**config.mk**
```make
export PLATFORM = sky130hd
export DESIGN_NAME = a_buff
export DESIGN_NICKNAME = d
export VERILOG_FILES = /design/src/rtl/a_buff.sv
export SDC_FILE = /design/constraint.sdc
export NUM_CORES = 1
export LEC_CHECK = 0
export BUFFER_PORTS_ARGS = -buffer_cell sky130_fd_sc_hd__clkbuf_2
export CORE_MARGIN = 2
export CORE_UTILIZATION = 60
export CTS_CLUSTER_DIAMETER = 30
export CTS_CLUSTER_SIZE = 20
export DETAILED_ROUTE_END_ITERATION = 8
export GPL_TIMING_DRIVEN = 1
export PLACE_DENSITY = 0.74
export SLEW_MARGIN = 20
export SYNTH_ARGS = -nofsm -noshare
export SYNTH_HDL_FRONTEND = slang
export SYNTH_SLANG_ARGS = --single-unit
```
**constraint.sdc**
```tcl
create_clock -name clk -period 2 [get_ports clk]
set_input_delay 0.3 -clock clk [delete_from_list [all_inputs] [get_ports clk]]
set_output_delay 0.3 -clock clk [all_outputs]
set_load 0.005 [all_outputs]
```
**src/rtl/a_buff.sv**
```systemverilog
// Activation operand buffer: one register-file bank per PE column, shared address/enable,
// per-bank write strobe, registered read data.
module a_buff #(
    parameter int unsigned DATA_WIDTH      = 8,
    parameter int unsigned MEM_DEPTH       = 8,
    parameter int unsigned ADDR_WIDTH      = 3,
    parameter int unsigned NUM_MACS        = 2,
    parameter int unsigned NUM_PEs_PER_ROW = 4,
    parameter int unsigned NUM_ROWS        = 4
) (
    input  logic                                          clk,
    input  logic                                          rst,
    input  logic [NUM_PEs_PER_ROW*NUM_MACS*DATA_WIDTH-1:0] in,
    input  logic [ADDR_WIDTH-1:0]                         addr,
    input  logic                                          en,
    input  logic [NUM_PEs_PER_ROW-1:0]                    wr,
    output logic [NUM_PEs_PER_ROW*NUM_MACS*DATA_WIDTH-1:0] out
);

    // Width of one bank word (all operands feeding one PE column).
    localparam int unsigned W = NUM_MACS * DATA_WIDTH;

    // One extra bit so the depth itself is representable for the range compare.
    localparam logic [ADDR_WIDTH:0] DEPTH_LIM = (ADDR_WIDTH + 1)'(MEM_DEPTH);

    // Elaboration guard on parameter sanity; NUM_ROWS is otherwise informational.
    if (NUM_ROWS < 1 || (2 ** ADDR_WIDTH) < MEM_DEPTH) begin : g_param_check
        $error("a_buff: illegal parameters (NUM_ROWS < 1 or address too narrow for MEM_DEPTH)");
    end

    logic addr_ok;

    // Addresses beyond the last word drop writes and read back as zero.
    assign addr_ok = ({1'b0, addr} < DEPTH_LIM);

    for (genvar i = 0; i < NUM_PEs_PER_ROW; i++) begin : g_bank
        logic [W-1:0] mem [MEM_DEPTH];
        logic [W-1:0] rd_q;
        logic [W-1:0] wdata;

        assign wdata = in[i*W +: W];

        // Bank storage: synchronous write, cleared by reset.
        always_ff @(posedge clk or negedge rst) begin
            if (!rst) begin
                for (int unsigned j = 0; j < MEM_DEPTH; j++) begin
                    mem[j] <= '0;
                end
            end else if (en && wr[i] && addr_ok) begin
                mem[addr] <= wdata;
            end
        end

        // Registered read; a bank being written keeps its previous output (no write-through).
        always_ff @(posedge clk or negedge rst) begin
            if (!rst) begin
                rd_q <= '0;
            end else if (en && !wr[i]) begin
                rd_q <= addr_ok ? mem[addr] : '0;
            end
        end

        assign out[i*W +: W] = rd_q;
    end

endmodule

```
* Yosys cells after proc, flatten, opt, wreduce, memory -nomap -nowiden
Cells that the tools add are included.
Widths: inputs -> output; s select.
** Cells by class
- $add $sub $neg :: 0
- Multiply operators :: 0
- Div/mod/pow operators :: 0
- $lt $le $gt $ge :: 2
- Eq/ne operators :: 0
- Shift-type cells :: 0
- Muxes and demuxes :: 18
- Bitwise logic cells :: 1
- Reductions and logical operators :: 13
** Operator list (number)
- $bwmux 128 :: 4
- $bmux 16 s3 :: 4
- $mux 16 :: 9
- $demux 16 s3 :: 1
- $logic_and 1x1->1 :: 9
- $ge 4x4->1 const B :: 1
- $logic_not 1->1 :: 4
- $lt 4x1->1 const B :: 1
- $not 3->4 :: 1
** Storage, ports and cells
- Bits in registers :: 576
- Bits in latches :: 0
- RAM bits :: 0
- Memory bits (read-only) :: 0
- Logic and storage cells :: 70
- Memories :: 0

* Depth between registers and ports, before layout
- Depth after elaboration :: 6
- Depth in mapped cells :: 8

* Worst setup path after synthesis
Ideal clock, no wire load.
- Kind :: input to register
- From :: input addr[1]
- To :: register g_bank[3].mem[53] in the netlist's numbering
- Library setup time :: 125 ps
- Arrival :: 1598 ps
- Path slack :: 277 ps
- Stages :: 7
- Path buffers :: 4
- Cell sequence :: buf_4 > or2_1 > buf_6 > buf_6 > nor2_8 > buf_6 > mux2_2
** On the way
- Cells in the longest elaborated chain, start to end :: 6
- Elaborated cells on any way between the ends :: 7
- Those cells by class :: order compare (2); mux (3); bitwise (1); reduce/logical (1)
** Ends and longest elaborated chain
- start, declared :: line 14 : input logic [ADDR_WIDTH-1:0] addr,
- $not 3->4 (implied by the code) (*) :: line 50 : mem[addr] <= wdata;
- $ge 4x4->1 (implied by the code) / $lt 4x1->1 (equally long branches) :: line 50
- $logic_and 1x1->1 (implied by the code) :: line 50
- $mux 16 (implied by the code) :: line 50
- $demux 16 s3 (*) :: line 50
- $bwmux 128 (*) :: line 50
- end signal, assigned by index :: line 50
- end, declared :: line 37 : logic [W-1:0] mem [MEM_DEPTH];
Every way passes the cells marked *; elsewhere a longest branch is shown, timed or not.
A chain may end at the register's enable or synchronous reset.

* Worst setup path after layout
- From :: register g_bank[0].rd_q[15]
- To :: output out[15]
** RTL lines
- start, declared :: line 38 : logic [W-1:0] rd_q;
- start signal, assigned :: line 59 : rd_q <= addr_ok ? mem[addr] : '0;
- end, declared :: line 17 : output logic [NUM_PEs_PER_ROW*NUM_MACS*DATA_WIDTH-1:0] out
No word-level cell between the ends.

==> qor.yml <==
logic_synthesis:
  yosysUniqueCellTypes: 46
  synth_edf_count: 0
  yosys_warnings: 0
  synth_nets: 2001
  ys_async_sr_fraction: 1.00
  synthCells: 1927
  syn-cell-area_um2: 25900
  yosys_register_bits: 576
  synth.avg_cell_area_um2: 13.5
  yosysSeqAreaShare: 0.556
  synth_ff_type: "dfrtp_1"
sta:
  fin_crit_sh: 0.751
  period_minus_slack_ns: 1.50
  skew_ns: 0.0198
  fin_tns_setup_ns: 0
  final-hold-violation-count: 0
  rsz0062_at_grt: "false"
  slew_headroom: 0.670
  drv_slew: 0
  setup_ws_ns: 0.497
  worst_pin_slew_ns: 0.496
  fmax_mhz: 665
  setup_violations: 0
detailed_routing:
  drt-met1-wl_um: 28900
  firstDrtPassIters: 5
  wl_per_cell_um: 23.6
  ant_nets: 0
  vias: 17503
  wl_met2_um: 33300
  drcViolationCount: 0
  drt-total-wl_um: 68300
  dr.max_layer_used: "met5"
  drt_iter0_markers: 1096
  vias_per_cell: 6.04
  met3_wirelength_um: 4010
critical_path:
  crit_buf_inv: 1
  crit_slowest_cell: "dfrtp_1"
  slowest_delay_ns: 0.43
  crit_path_start_kind: "flop"
  crit_family: "flip-flops"
  worst_setup_path_end_kind: "output port"
  worstPathRequired_ns: 1.70
  cp_max_fo: 2
  path_cells: "clkbuf_2"
  cp.arrival_ns: 1.20
  rrSetupSlack_ns: 0.73
  r2r_cells: 4
  r2r-end: "g_bank[2].rd_q[11]"
  timing.rr.start: "g_bank[2].mem[27]"
  crit_type: "flop to output port"
status:
  outcome: "completed"
final_layout:
  num_antenna_cells: 0
  seq_area_um2: 14400
  finalNetCount: 2294
  multi_input_area_um2: 10700
  fill_cells: 2636
  syn2layout_area_growth_pct: 25.8
  drive_above_1_share: 0.431
placement:
  place.port_buffers: 137
  gp_congestion: 0.794
  post-place-ws_ns: 0.120
  hpwl_um: 40500
clocking:
  cts_made_buffers: 116
  h-tree-depth: 3
  clkTransAtPathRegs_ns: 0.05
  cts_tree: "done"
  cts_root_buf: "clkbuf_16"
  cts_sinks: 576
  clkLatencyLatePin_ns: 0.64
  cts_max_path_buffers: 3
grt:
  grt_antenna_before_repair: 1
  grt_pass1_vias: 19088
  track_usage: 0.313
  grt_max_degree: 84
  grt_pass1_wl_um: 108000
  overflow: 0
hold_path:
  hold_end: "g_bank[2].mem[87]"
  hold_start: "in[39]"
  whs_path_depth: 2
  holdCritPathClass: "input pin to flop"
floorplanning:
  fp.coreArea_um2: 42900
  start_util: 0.605
  dieArea_um2: 44900
  die_w_um: 212
  ioPinCount: 138
  rows: 76
  die_h_um: 212
flow_run:
  maxCapViolations: 0
power:
  irDropWorstVdd_mv: 0.917
  p_total_mw: 40.8
  powerDensity_nw_per_um2: 1250
  leakagePower_nw: 14.6
## cell usage in the layout (no fill, tap or decap), types with 27 or more instances in the layout
cell type and n:
mux2_1 69, buf_12 45, a22o_1 34, a221oi_1 28, dlygate4sd3_1 48, a22oi_1 33, clkinv_2 27, clkbuf_16 118
o21ai_0 33, mux2i_1 106, a21oi_1 27, a31oi_1 46, nor2_1 99, buf_4 73, clkbuf_2 133, mux2_2 451
a21o_1 34, dfrtp_1 576, nand2_1 60
## state kept, by name (all words and copies together) (netlist names)
name,cells
g_bank.rd_q,64
g_bank.mem,512
## power breakdown
part / total [mW] / leakage, nW / internal, mW / switching [mW]
clock: 19.7 / 1.99 / 13.4 / 6.26
combinational: 5.39 / 5.62 / 3.02 / 2.38
sequential: 15.8 / 7.00 / 14.3 / 1.43
total: 40.8 / 14.6 / 30.8 / 10.1
## layout make-up
type / instances / share of cell area
Sequential cell: 576 / 0.442
Multi-Input combinational cell: 1205 / 0.328
Clock buffer: 142 / 0.0979
Timing Repair Buffer: 302 / 0.0808
Clock inverter: 70 / 0.0266
Tap cell: 585 / 0.0224
Inverter: 19 / 0.00219
## worst max path at each step
stage                        from                end  slack (ns)  cells after the start
6_report       g_bank[0].rd_q[15]            out[15]        0.50                      1
4_1_cts         g_bank[3].rd_q[6]            out[54]        0.47                      1
5_1_grt         g_bank[0].rd_q[4]             out[4]        0.46                      1
3_5_place_dp              addr[2]  g_bank[0].mem[45]        0.12                      6
3_3_place_gp              addr[1]  g_bank[3].rd_q[4]        0.18                      7
2_1_floorplan             addr[1]  g_bank[3].mem[53]        0.28                      7
## per-stage QoR
stage               instances  instance area [µm²]  utilization  hold WS, ns
floorplan                1927                25900            -      0.00441
global placement         2639                28100        0.655        0.251
detailed placement       2639                28100        0.655        0.259
CTS                      2899                32600        0.760      0.00153
global route             2899                32600        0.760       0.0335
finish                   2899                32600        0.760       0.0248
## layer usage
layer / global-route usage / up-vias
met2: 0.510 / 557
met5: 0 / -
li1: - / 7666
met1: 0.410 / 9132
met4: 0.134 / 2
met3: 0.0625 / 146
## kinds of logic (layout without fill, tap and decap cells)
kind of cell / after synthesis / count (layout) / synth area share
AOI/OAI and AO/OA: 314 / 314 / 0.0882
buffers and inverters: 146 / 533 / 0.0324
DFF: 576 / 576 / 0.556
muxes: 626 / 626 / 0.267
and+or+nand+nor: 265 / 265 / 0.0568
## cells in the mapped netlist (2+ instances only)
library cell,instances,area share
a221oi_1,28,0.0095
or2_0,2,0.00048
nand3_1,19,0.0037
a2bb2oi_1,7,0.0024
buf_2,35,0.0068
nand2_1,60,0.0087
dfrtp_1,576,0.56
mux2_2,451,0.20
o21ai_0,33,0.0064
nand3_2,3,0.0012
buf_1,6,0.00087
nor2_8,4,0.0031
or2_2,16,0.0039
mux2i_1,106,0.041
a31o_2,18,0.0061
a22oi_1,33,0.0096
nor2_1,100,0.014
a21oi_1,27,0.0052
a22o_1,34,0.011
a221o_1,5,0.0019
nand2_4,5,0.0022
mux2_1,69,0.030
nor2_4,26,0.011
clkbuf_1,32,0.0046
a21o_1,34,0.0098
o21ai_1,5,0.00096
o221ai_1,18,0.0061
and2_1,4,0.00096
a31oi_1,46,0.011
nor2b_1,14,0.0034
inv_1,18,0.0026
o32a_1,2,0.00077
buf_6,13,0.0056
o211ai_1,17,0.0049
nand2b_1,3,0.00072
nor2_2,5,0.0012
a211oi_1,5,0.0014
buf_4,40,0.012
## what timing repair did
action / in CTS / in global routing
setup buffers: 0 / 0
endpoints found under the hold margin: 367 / 0
endpoints found under the setup margin: 0 / 0
hold buffers: 48 / 0
resized for setup: 0 / 0
(Power assumes the default switching activity.)
